File: src/rtl/tdm_demux.sv
// tdm_demux
//   Receive end of the mux-based TDM link: a 1-to-CH registered demultiplexer.
//   Each enabled sample on din_i is steered into channel slot s_o. The slot counter
//   is aligned to the frame-start pulse sync_i, so one serial stream becomes CH
//   parallel channels again.
//
// Ports
//   clk_i         rising-edge clock
//   rst_i         asynchronous, active-high reset
//   en_i          sample enable; low = stall, nothing advances or updates
//   sync_i        frame start (qualified by en_i); marks din_i as the slot-0 sample
//   din_i         incoming W-bit TDM sample
//   y_o           channel registers; channel k = y_o[k*W +: W]
//   vld_o         one-cycle strobe, bit k set the cycle after channel k is written
//   s_o           slot the next enabled sample is written to
//   frame_done_o  one-cycle pulse the cycle after slot CH-1 is written
//   err_o         one-cycle pulse when a sync arrives at a slot other than 0
//   locked_o      high while the receiver is aligned (RUN)

module tdm_demux #(
  parameter int CH = 4,
  parameter int W  = 1,
  localparam int SW = $clog2(CH)
) (
  input  logic            clk_i,
  input  logic            rst_i,
  input  logic            en_i,
  input  logic            sync_i,
  input  logic [W-1:0]    din_i,
  output logic [CH*W-1:0] y_o,
  output logic [CH-1:0]   vld_o,
  output logic [SW-1:0]   s_o,
  output logic            frame_done_o,
  output logic            err_o,
  output logic            locked_o
);

  typedef enum logic {
    IDLE,
    RUN
  } state_t;

  localparam logic [SW-1:0] LastSlot = SW'(CH - 1);
  localparam logic [SW-1:0] Slot1    = SW'(1);

  state_t          state_q, state_d;
  logic [SW-1:0]   s_q, s_d;
  logic [CH*W-1:0] y_q, y_d;
  logic [CH-1:0]   vld_q, vld_d;
  logic            frameDone_q, frameDone_d;
  logic            err_q, err_d;

  // Next-state logic. Every output is a register, so all of the steering work
  // happens here and the strobes default to zero: they only fire on an enabled
  // write, which also keeps them low during stalls. A sync always forces the
  // sample into channel 0 and restarts the count at slot 1, whether the frame
  // was aligned or not; only a misaligned one raises err, and because that path
  // never writes the last slot it can never produce a frame_done for the
  // truncated frame.
  always_comb begin
    state_d     = state_q;
    s_d         = s_q;
    y_d         = y_q;
    vld_d       = '0;
    frameDone_d = 1'b0;
    err_d       = 1'b0;

    unique case (state_q)
      IDLE: begin
        if (en_i && sync_i) begin
          y_d[0 +: W] = din_i;
          vld_d[0]    = 1'b1;
          s_d         = Slot1;
          state_d     = RUN;
        end
      end

      RUN: begin
        if (en_i) begin
          if (sync_i) begin
            y_d[0 +: W] = din_i;
            vld_d[0]    = 1'b1;
            s_d         = Slot1;
            err_d       = (s_q != '0);
          end else begin
            y_d[s_q*W +: W] = din_i;
            vld_d[s_q]      = 1'b1;
            frameDone_d     = (s_q == LastSlot);
            s_d             = (s_q == LastSlot) ? '0 : s_q + Slot1;
          end
        end
      end

      default: state_d = IDLE;
    endcase
  end

  // State and output registers. Reset clears everything immediately so a
  // mid-frame reset drops lock and the channel contents at once.
  always_ff @(posedge clk_i or posedge rst_i) begin
    if (rst_i) begin
      state_q     <= IDLE;
      s_q         <= '0;
      y_q         <= '0;
      vld_q       <= '0;
      frameDone_q <= 1'b0;
      err_q       <= 1'b0;
    end else begin
      state_q     <= state_d;
      s_q         <= s_d;
      y_q         <= y_d;
      vld_q       <= vld_d;
      frameDone_q <= frameDone_d;
      err_q       <= err_d;
    end
  end

  assign y_o          = y_q;
  assign vld_o        = vld_q;
  assign s_o          = s_q;
  assign frame_done_o = frameDone_q;
  assign err_o        = err_q;
  assign locked_o     = (state_q == RUN);

endmodule

File: config.mk
export PLATFORM = sky130hd
export DESIGN_NAME = tdm_demux
export DESIGN_NICKNAME = d
export VERILOG_FILES = /design/src/rtl/tdm_demux.sv
export SDC_FILE = /design/constraint.sdc
export NUM_CORES = 1
export LEC_CHECK = 0
export CAP_MARGIN = 40
export CORE_MARGIN = 5
export CORE_UTILIZATION = 39
export DETAILED_ROUTE_END_ITERATION = 7
export GPL_ROUTABILITY_DRIVEN = 0
export PLACE_DENSITY = 0.69
export SETUP_SLACK_MARGIN = 0.4
export SYNTH_ARGS = -nofsm -noshare
export SYNTH_HDL_FRONTEND = slang
export SYNTH_SLANG_ARGS = --single-unit
File: constraint.sdc
create_clock -name clk_i -period 1.7 [get_ports clk_i]
set_clock_uncertainty 0.2 [all_clocks]
set_input_delay 0.51 -clock clk_i [delete_from_list [all_inputs] [get_ports clk_i]]
set_output_delay 0.51 -clock clk_i [all_outputs]
set_load 0.02 [all_outputs]
==> results of run 1 <==
path summary, 6_finish.rpt:
kind                               startpoint  slack [ns]  depth (start not counted)                  to
min                                     rst_i        0.31                          3  y_o[2]$_DFFE_PP0P_
min in group clk_i         y_o[3]$_DFFE_PP0P_        0.36                          1  y_o[3]$_DFFE_PP0P_
max in group asynchronous               rst_i        0.82                          3  s_o[1]$_DFFE_PP0P_
max reg2reg                s_o[0]$_DFFE_PP0P_        0.13                          5  y_o[1]$_DFFE_PP0P_
max                        s_o[0]$_DFFE_PP0P_        0.13                          5  y_o[1]$_DFFE_PP0P_
min reg2reg                y_o[3]$_DFFE_PP0P_        0.36                          1  y_o[3]$_DFFE_PP0P_
metrics by stage:
| step | setup TNS [ns] | cell area (um2) | cells | hold slack (ns) |
|---|---|---|---|---|
| after floorplan | 0 | 614 | 50 | 0.174 |
| after global placement | -1.06 | 853 | 90 | 0.292 |
| after detailed placement | -1.26 | 853 | 90 | 0.295 |
| after CTS | 0 | 982 | 102 | 0.313 |
| after global routing | 0 | 1050 | 107 | 0.360 |
| final | 0 | 1050 | 107 | 0.315 |
layer usage:
layer	part of all wire	global-route usage	vias up	routed length [um]
met3	0.047	0.0428	4	74
met2	0.49	0.200	26	767
met4	0.016	0.0807	0	25
met5	0	0	-	0
met1	0.45	0.199	264	713
li1	-	-	256	-
cell families after synthesis:
kind of cell             share of synthesized area
adder cells (fa/ha/maj)                      0.106
flip-flops                                   0.507
multiplexers                                0.0761
buffers and inverters                       0.0444
AO/OA/AOI/OAI                               0.0930
AND/OR/NAND/NOR                              0.173
cell usage after synthesis:
cell / number
o21ai_0: 2
nand3_1: 1
nor3_1: 1
a21oi_1: 4
nand2_1: 3
and4b_1: 1
inv_1: 4
a311oi_1: 1
inv_2: 1
dfrtp_1: 12
mux2_4: 3
buf_4: 1
and3b_4: 1
nor4bb_1: 1
o31ai_1: 1
nor2_1: 2
or2_1: 1
ha_1: 5
a22o_1: 1
and2_4: 3
nor4b_1: 1
flip-flops by register name, summed over array words and instances (netlist names):
signal,flops
vld_o,3
s_o,2
err_o,1
y_o,4
locked_o,1
frame_done_o,1
power breakdown:
group	leakage (nW)	internal (mW)	switching [mW]
combinational	0.353	0.217	0.171
clock	0.0150	0.0910	0.0918
sequential	0.149	0.319	0.0214
worst max-delay path: stages, from the launching register on:
cell and delay [ns]:
dfrtp_2 0.41, buf_6 0.14, inv_6 0.07, ha_4 0.22, and4b_1 0.18, mux2_4 0.25
final cells by class:
cell class | count | area [um2]
Timing Repair Buffer | 38 | 353
Fill cell | 107 | 418
Tap cell | 16 | 20.0
Multi-Input combinational cell | 32 | 324
Clock buffer | 4 | 26.3
Inverter | 5 | 26.3
Sequential cell | 12 | 304
placed cells by master (no fill, tap or decap), types with 3 or more instances in the layout:
cell type | netlist | routed
clkbuf_4 | 0 | 3
ha_1 | 5 | 4
and2_4 | 3 | 3
a21oi_2 | 0 | 3
mux2_4 | 3 | 3
buf_6 | 0 | 17
dfrtp_1 | 12 | 9
nand2_1 | 3 | 3
buf_4 | 1 | 15
dfrtp_2 | 0 | 3
timing repair:
action | CTS | global route
pin swaps | 3 | 4
buffers inserted | 8 | 5
hold endpoints to repair | 0 | 0
resized for setup | 86 | 8
setup endpoints to repair | 24 | 21
==> flow_summary_export.csv, run 1 <==
group,metric,value,unit
outcome,status,"finished, final reports clean",
die,std_cell_rows,14,
finish,final_util,0.716,
routing,drtAntennaViolNets,0,
placement,dp_hpwl,981,um
synthesis,ys_types,21,
timing,layout_min_cycle_time,1.57,ns
setup_path,worstPathRequired,1.66,ns
global_routing,antenna_found_initial,0,
finish,syn_to_final_growth,78.0,%
global_routing,grt_overflow,0,
clock_tree,cts_made_buffers,3,
finish,nNetsFinal,102,
placement,port_buffers,17,
timing,finalCritPeriodShare,0.926,
timing,hold_violations,0,
die,die_h,49.0,um
routing,drtPass1Iterations,5,
synthesis,synth_seq_area_share,0.507,
clock_tree,htreeDepth,1,
synthesis,synth_cells,50,
placement,dp_slack,-0.326,ns
finish,final_layout_size_suffix_gt1_frac,0.637,
global_routing,grtUsageTotal,0.145,
timing,tightestPinTransition,0.258,ns
setup_path,crit_path_max_fanout,5,
timing,finalSetupViolCount,0,
routing,via_count,550,
global_routing,grt_max_degree,13,
timing,slew_headroom,0.826,
job,cap_violations,0,
setup_path,path_class,"flop to flop",
synthesis,yosys.area.top_type_share,0.507,
hold_path,hold_path_class,"input port to async pin",
pwr,power.density,865,mW/mm2
setup_path,endpoint_kind,"flop",
timing,drv_slew,0,
synthesis,netlist_area,592,um2
synthesis,yosysWarnings,0,
synthesis,yosysTopAreaCell,"dfrtp_1",
routing,drc,0,
synthesis,netlist_top_cells_area,"dfrtp_1 (51%), ha_1 (11%), mux2_4 (7.6%), and2_4 (4.4%), a21oi_1 (3.4%)",
clock_tree,tritoncts,"yes",
clock_tree,cts_root_buffer,"clkbuf_4",
pwr,power.total,911,uW
routing,drt_iter0_markers,22,
clock_tree,holdBufCountCts,0,
global_routing,grt_pass1_wl,2640,um
die,die_area,0.00240,mm2
timing,finalWorstSetupSlack,0.126,ns
setup_path,startpoint_type,"flop",
clock_tree,clock_sinks,12,
setup_path,cp.arrival,1.53,ns
die,die_x,49.0,um
routing,drt_wl_total,1580,um
die,ios,18,
die,core_area,0.00147,mm2
synthesis,syn-num-nets,60,
pwr,p_leak,0.517,nW
global_routing,grt_pass1_vias,559,
routing,via_per_inst,5.14,
synthesis,ys_ff_latch,12,
timing,rsz0062_at_grt,"true",
clock_tree,clock_path_buffers,2,
synthesis,synth.avg_cell_area,11.8,um2
pwr,irDropWorstVdd,0.000486,V
die,start_util,0.402,
clock_tree,clock_latency,0.28,ns
clock_tree,clkSlewWorstSetupHoldPaths,0.07,ns
finish,antennaDiodeCount,0,
routing,wire_per_inst,14.8,um
timing,max_clock_freq,635,MHz
Note: power is estimated with default switching activity, not from simulation.
==> run 2, diff against run 1 <==
--- a/config.mk
+++ b/config.mk
@@ -5,11 +5,11 @@
 export SDC_FILE = /design/constraint.sdc
 export NUM_CORES = 1
 export LEC_CHECK = 0
+export ABC_CLOCK_PERIOD_IN_PS = 1700
 export CAP_MARGIN = 40
 export CORE_MARGIN = 5
 export CORE_UTILIZATION = 39
 export DETAILED_ROUTE_END_ITERATION = 7
-export GPL_ROUTABILITY_DRIVEN = 0
 export PLACE_DENSITY = 0.69
 export SETUP_SLACK_MARGIN = 0.4
 export SYNTH_ARGS = -nofsm -noshare
==> results of run 2 <==
The final DEF is identical to that of run 1; final timing and power are the same.
